### config.mk
export PLATFORM = sky130hd
export DESIGN_NAME = syscall_console
export DESIGN_NICKNAME = d
export VERILOG_FILES = /design/src/rtl/bubble_sys_pkg.sv /design/src/rtl/syscall_console_sys_fifo.sv /design/src/rtl/syscall_console.sv
export SDC_FILE = /design/constraint.sdc
export NUM_CORES = 1
export LEC_CHECK = 0
export BUFFER_PORTS_ARGS = -buffer_cell sky130_fd_sc_hd__buf_2
export CAP_MARGIN = 20
export CORE_MARGIN = 3
export CORE_UTILIZATION = 50
export CTS_BUF_LIST = sky130_fd_sc_hd__clkbuf_16
export CTS_CLUSTER_DIAMETER = 30
export CTS_CLUSTER_SIZE = 28
export DETAILED_ROUTE_END_ITERATION = 6
export PLACE_DENSITY_LB_ADDON = 0.3
export SKIP_CTS_REPAIR_TIMING = 1
export SYNTH_ARGS = -nofsm -noshare
export SYNTH_HDL_FRONTEND = slang
export SYNTH_HIERARCHICAL = 1
export SYNTH_SLANG_ARGS = --single-unit
### constraint.sdc
create_clock -name clk -period 15.3 [get_ports clk]
set_clock_uncertainty 0.05 [all_clocks]
set_input_delay 3.06 -clock clk [delete_from_list [all_inputs] [get_ports clk]]
set_output_delay 3.06 -clock clk [all_outputs]
set_load 0.02 [all_outputs]
### src/rtl/bubble_sys_pkg.sv
// Shared syscall definitions: code values, console FSM states and the syscall instruction ID.
package bubble_sys_pkg;

    localparam logic [31:0] SYS_NOP     = 32'd0;
    localparam logic [31:0] SYS_DISPLAY = 32'd1;
    localparam logic [31:0] SYS_EXIT    = 32'd2;

    // Opcode the upstream decode stage uses to recognise a syscall instruction.
    localparam int SYSCALL_INSN_ID = 26;

    typedef enum logic [1:0] {
        RUN    = 2'd0,
        DRAIN  = 2'd1,
        HALTED = 2'd2
    } syscon_state_t;

endpackage

### src/rtl/syscall_console_sys_fifo.sv
// sys_fifo: synchronous FIFO with occupancy counter, head-of-queue output and async active-high reset.
module sys_fifo #(
    parameter int DEPTH = 8,
    parameter int WIDTH = 32
) (
    input  logic             clk,
    input  logic             rst,
    input  logic             push,
    input  logic             pop,
    input  logic [WIDTH-1:0] din,
    output logic             full,
    output logic             empty,
    output logic [WIDTH-1:0] head
);

    localparam int PTR_W = $clog2(DEPTH);
    localparam int CNT_W = $clog2(DEPTH + 1);

    logic [WIDTH-1:0] mem [DEPTH];
    logic [PTR_W-1:0] wr_ptr;
    logic [PTR_W-1:0] rd_ptr;
    logic [CNT_W-1:0] count;
    logic             do_push;
    logic             do_pop;

    assign full    = (count == CNT_W'(DEPTH));
    assign empty   = (count == '0);
    assign head    = mem[rd_ptr];
    assign do_push = push && !full;
    assign do_pop  = pop && !empty;

    // Storage is cleared on reset so the head reads zero out of reset.
    always_ff @(posedge clk or posedge rst) begin
        if (rst) begin
            wr_ptr <= '0;
            rd_ptr <= '0;
            count  <= '0;
            for (int i = 0; i < DEPTH; i++) begin
                mem[i] <= '0;
            end
        end else begin
            if (do_push) begin
                mem[wr_ptr] <= din;
                wr_ptr      <= wr_ptr + PTR_W'(1);
            end
            if (do_pop) begin
                rd_ptr <= rd_ptr + PTR_W'(1);
            end
            unique case ({do_push, do_pop})
                2'b10:   count <= count + CNT_W'(1);
                2'b01:   count <= count - CNT_W'(1);
                default: count <= count;
            endcase
        end
    end

endmodule

### src/rtl/syscall_console.sv
// syscall_console: buffers display syscalls for the console sink and halts after an exit drains the queue.
// Optional simulation trace of delivered words and the exit event is enabled with SYSCON_TRACE_EN.
module syscall_console
    import bubble_sys_pkg::*;
#(
    parameter int          DEPTH        = 8,
    parameter logic [31:0] DISPLAY_CODE = SYS_DISPLAY,
    parameter logic [31:0] EXIT_CODE    = SYS_EXIT
) (
    input  logic        clk,
    input  logic        rst,
    input  logic        sys_valid,
    output logic        sys_ready,
    input  logic [31:0] sys_code,
    input  logic [31:0] sys_value,
    output logic        out_valid,
    input  logic        out_ready,
    output logic [31:0] out_data,
    output logic        halt,
    output logic        busy,
    output logic [31:0] disp_count
);

    syscon_state_t state;
    logic          full;
    logic          empty;
    logic [31:0]   head;
    logic          accept;
    logic          push;
    logic          pop;

    // Handshake gating uses only registered state, never the partner's valid/ready.
    assign sys_ready = (state == RUN) && !full;
    assign out_valid = !empty && (state != HALTED);
    assign out_data  = head;
    assign halt      = (state == HALTED);
    assign busy      = !empty || (state == DRAIN);

    assign accept = sys_valid && sys_ready;
    assign push   = accept && (sys_code == DISPLAY_CODE);
    assign pop    = out_valid && out_ready;

    sys_fifo #(
        .DEPTH (DEPTH),
        .WIDTH (32)
    ) u_fifo (
        .clk   (clk),
        .rst   (rst),
        .push  (push),
        .pop   (pop),
        .din   (sys_value),
        .full  (full),
        .empty (empty),
        .head  (head)
    );

    always_ff @(posedge clk or posedge rst) begin
        if (rst) begin
            state      <= RUN;
            disp_count <= '0;
        end else begin
            if (pop) begin
                disp_count <= disp_count + 32'd1;
            end
            unique case (state)
                RUN: begin
                    if (accept && (sys_code == EXIT_CODE)) begin
                        state <= DRAIN;
                    end
                end
                DRAIN: begin
                    if (empty) begin
                        state <= HALTED;
                    end
                end
                HALTED:  state <= HALTED;
                default: state <= RUN;
            endcase
        end
    end

`ifdef SYSCON_TRACE_EN
    always @(posedge clk) begin
        if (!rst && pop) begin
            $display("%0d", out_data);
        end
        if (!rst && (state == DRAIN) && empty) begin
            $display("EXIT %0d", disp_count);
        end
    end
`else
`endif

endmodule

==> out/metrics.yaml <==
numCtsBuffers: 71
overflow: 0
r2r_cells: 9
final_antenna_net_count: 0
slew_headroom: 0.276
viasPerCell: 5.54
critPathCapture: "out_data[27]"
fin_crit_sh: 0.408
die-area_um2: 31000
insertion_delay_ns: 0.54
ys_warn_count: 6
track_usage: 0.203
drt-initial-drc-count: 322
boundaryPins: 136
multi_input_area_um2: 6520
dp_hpwl_mm: 17.1
synth_top_cell_area_share: 0.519
die_w_um: 176
worstSetupStartpointType: "register"
fin_cells: 1491
vias: 8257
cts_root_buffer: "clkbuf_16"
wl_per_cell_um: 20.5
grt_pass1_vias: 9224
grt_pass1_wl_mm: 50.3
placed_cell_area_um2: 15400
die_y_um: 176
initial_core_util: 0.513
vdd_drop_max_v: 0.0000766
syn-cell-area_um2: 14500
dp.cells: 1364
io_buffers: 135
crit_fanout: 36
nets: 1140
min_path_type: "reg -> reg"
num_antenna_cells: 0
status: "complete, no violations"
regArea_um2: 7520
worstReg2RegStart: "u_fifo/count[3]$_DFFE_PP0P_"
critPathCaptureType: "output port"
wirelength_mm: 30.5
drv_slew: 0
cts_max_level: 3
crit_arrival_ns: 3.12
drc: 0
grt_max_degree: 137
critical_path_required_ns: 12.19
synthCells: 885
rsz0062_at_grt: "no"
r2r_end: "u_fifo/mem[34]$_DFFE_PP0P_"
numClockSinks: 300
synth_area_leader_cell: "dfrtp_1"
p_leak_uw: 0.00875
ys.flop_type: "dfrtp_1"
cts_buffer_depth: 3
synth-async-reset-ratio: 1.00
layout-drive-gt1-share: 0.566
avgSynthCellArea_um2: 16.3
path_class: "reg -> out"
max_freq_ghz: 0.160
n_fill_cell: 1975
syn2layout_area_growth_pct: 23.2
design_area_um2: 17800
synth_top_cells_by_area: "dfrtp_1 52%, mux2_2 12%, mux2_4 12%, mux4_2 10%, xnor2_1 1.9%"
worst_slew_pin_slew_ns: 1.09
use_met3: 0.0361
period_needed_ns: 6.23
synth_cell_type_count: 57
drv_cap: 0
synth_edf_count: 0
grt-busiest-layer: "met2"
r2r_slack_ns: 11.32
drtPass1Iterations: 4
p_per_area_nw_per_um2: 150
cts.clk_slew.worst_paths_ns: 0.05
cp-startpoint: "u_fifo/rd_ptr[0]$_DFFE_PP0P_"
ys_seq_area_frac: 0.519
ys_ff_latch: 300
grt_antenna_before_repair: 1
gp_congestion: 0.803
synthesis.nets: 964
num_rows: 61
setup_viol: 0
gr-usage-met2: 0.326
met1_usage: 0.284
core_area_um2: 28200
cts_tree: "done"
final.setup.tns_ns: 0
finalHoldViolations: 0
-- critical path, cell delays in order, from the launching register on --
cell	delay, ns
dfrtp_4	0.82
buf_4	0.67
mux4_2	0.58
mux2_2	0.32
buf_2	0.17
-- cell usage after synthesis (all sizes together), types with 2 or more instances --
| cell | instances |
|---|---|
| nand4b | 2 |
| and3 | 7 |
| inv | 13 |
| nand4 | 15 |
| nor4b | 6 |
| nor2b | 2 |
| nor4 | 9 |
| dfrtp | 300 |
| nor2 | 7 |
| xor2 | 4 |
| nor3b | 5 |
| a32oi | 2 |
| ha | 10 |
| mux4 | 64 |
| or2 | 2 |
| xnor2 | 33 |
| nor3 | 6 |
| nand2b | 2 |
| buf | 41 |
| nand2 | 15 |
| and2 | 2 |
| or4b | 2 |
| a21oi | 2 |
| nand3 | 18 |
| clkbuf | 9 |
| mux2 | 291 |
| and4 | 3 |
| o31ai | 2 |
-- layout by cell type, fill, tap and decap left out, types with 3 or more instances in the layout --
master	n
nor3_1	5
buf_4	16
xor2_1	4
dfrtp_1	297
clkinvlp_4	7
nor3b_1	4
nor2_1	7
mux2_4	120
ha_1	10
bufinv_16	11
clkinv_1	11
nand3_2	5
nor4_1	6
nand2_1	15
and4_1	3
and3_1	7
xnor2_1	32
nor4b_1	4
mux2_2	160
nand4_2	3
mux2_1	11
nand4_1	11
clkbuf_16	73
inv_1	19
clkinv_2	9
nand3_1	13
buf_2	135
mux4_2	64
-- where the power goes --
part           switching, uW  internal [uW]  total (uW)
Clock                    448           1040        1490
Sequential              86.1            818         904
Combinational            147            133         280
Total                    681           1990        2670
-- registers in the layout, summed over array words and instances, names as in the netlist --
register,flops
state,2
disp_count,32
u_fifo/count,4
u_fifo/mem,256
u_fifo/wr_ptr,3
u_fifo/rd_ptr,3
-- routing by layer --
metal	part of all wire	up-vias
met4	0.021	2
li1	-	3679
met1	0.45	4308
met5	0.00043	-
met3	0.044	58
met2	0.49	210
-- stage by stage --
step / worst slack [ns] / total power, uW / utilization / hold slack (ns)
floorplan: 4.86 / 1110 / - / 0.409
global placement: 9.21 / 1200 / 0.546 / 0.413
detailed placement: 9.15 / 1200 / 0.546 / 0.421
CTS: 8.98 / 2710 / 0.631 / 0.440
global route: 8.87 / 2780 / 0.632 / 0.458
finish: 9.07 / 2670 / 0.632 / 0.434
-- area by class of cell --
type | instances | area share
clock buffers | 73 | 0.103
well taps | 378 | 0.0266
multi-input cells | 521 | 0.366
clock inverters | 52 | 0.0318
repair buffers | 153 | 0.0473
flip-flops and latches | 300 | 0.422
inverters | 14 | 0.00386
-- worst min path at each step --
| stage | startpoint | to | slack [ns] | cells past startpoint |
|---|---|---|---|---|
| floorplan | u_fifo/mem[121]$_DFFE_PP0P_ | u_fifo/mem[121]$_DFFE_PP0P_ | 0.41 | 1 |
| global placement | disp_count[31]$_DFFE_PP0P_ | disp_count[31]$_DFFE_PP0P_ | 0.41 | 1 |
| detailed placement | disp_count[31]$_DFFE_PP0P_ | disp_count[31]$_DFFE_PP0P_ | 0.42 | 1 |
| CTS | disp_count[31]$_DFFE_PP0P_ | disp_count[31]$_DFFE_PP0P_ | 0.44 | 1 |
| global route | disp_count[31]$_DFFE_PP0P_ | disp_count[31]$_DFFE_PP0P_ | 0.46 | 1 |
| finish | disp_count[12]$_DFFE_PP0P_ | disp_count[12]$_DFFE_PP0P_ | 0.43 | 1 |
-- kinds of logic after synthesis --
group	after synthesis	synth area share
multiplexers	356	0.358
AND/OR/NAND/NOR	106	0.0530
XOR/XNOR	37	0.0229
AO/OA/AOI/OAI	11	0.00580
adder cells (fa/ha/maj)	11	0.0100
buffers and inverters	64	0.0308
flip-flops	300	0.519
(Power assumes the default switching activity.)
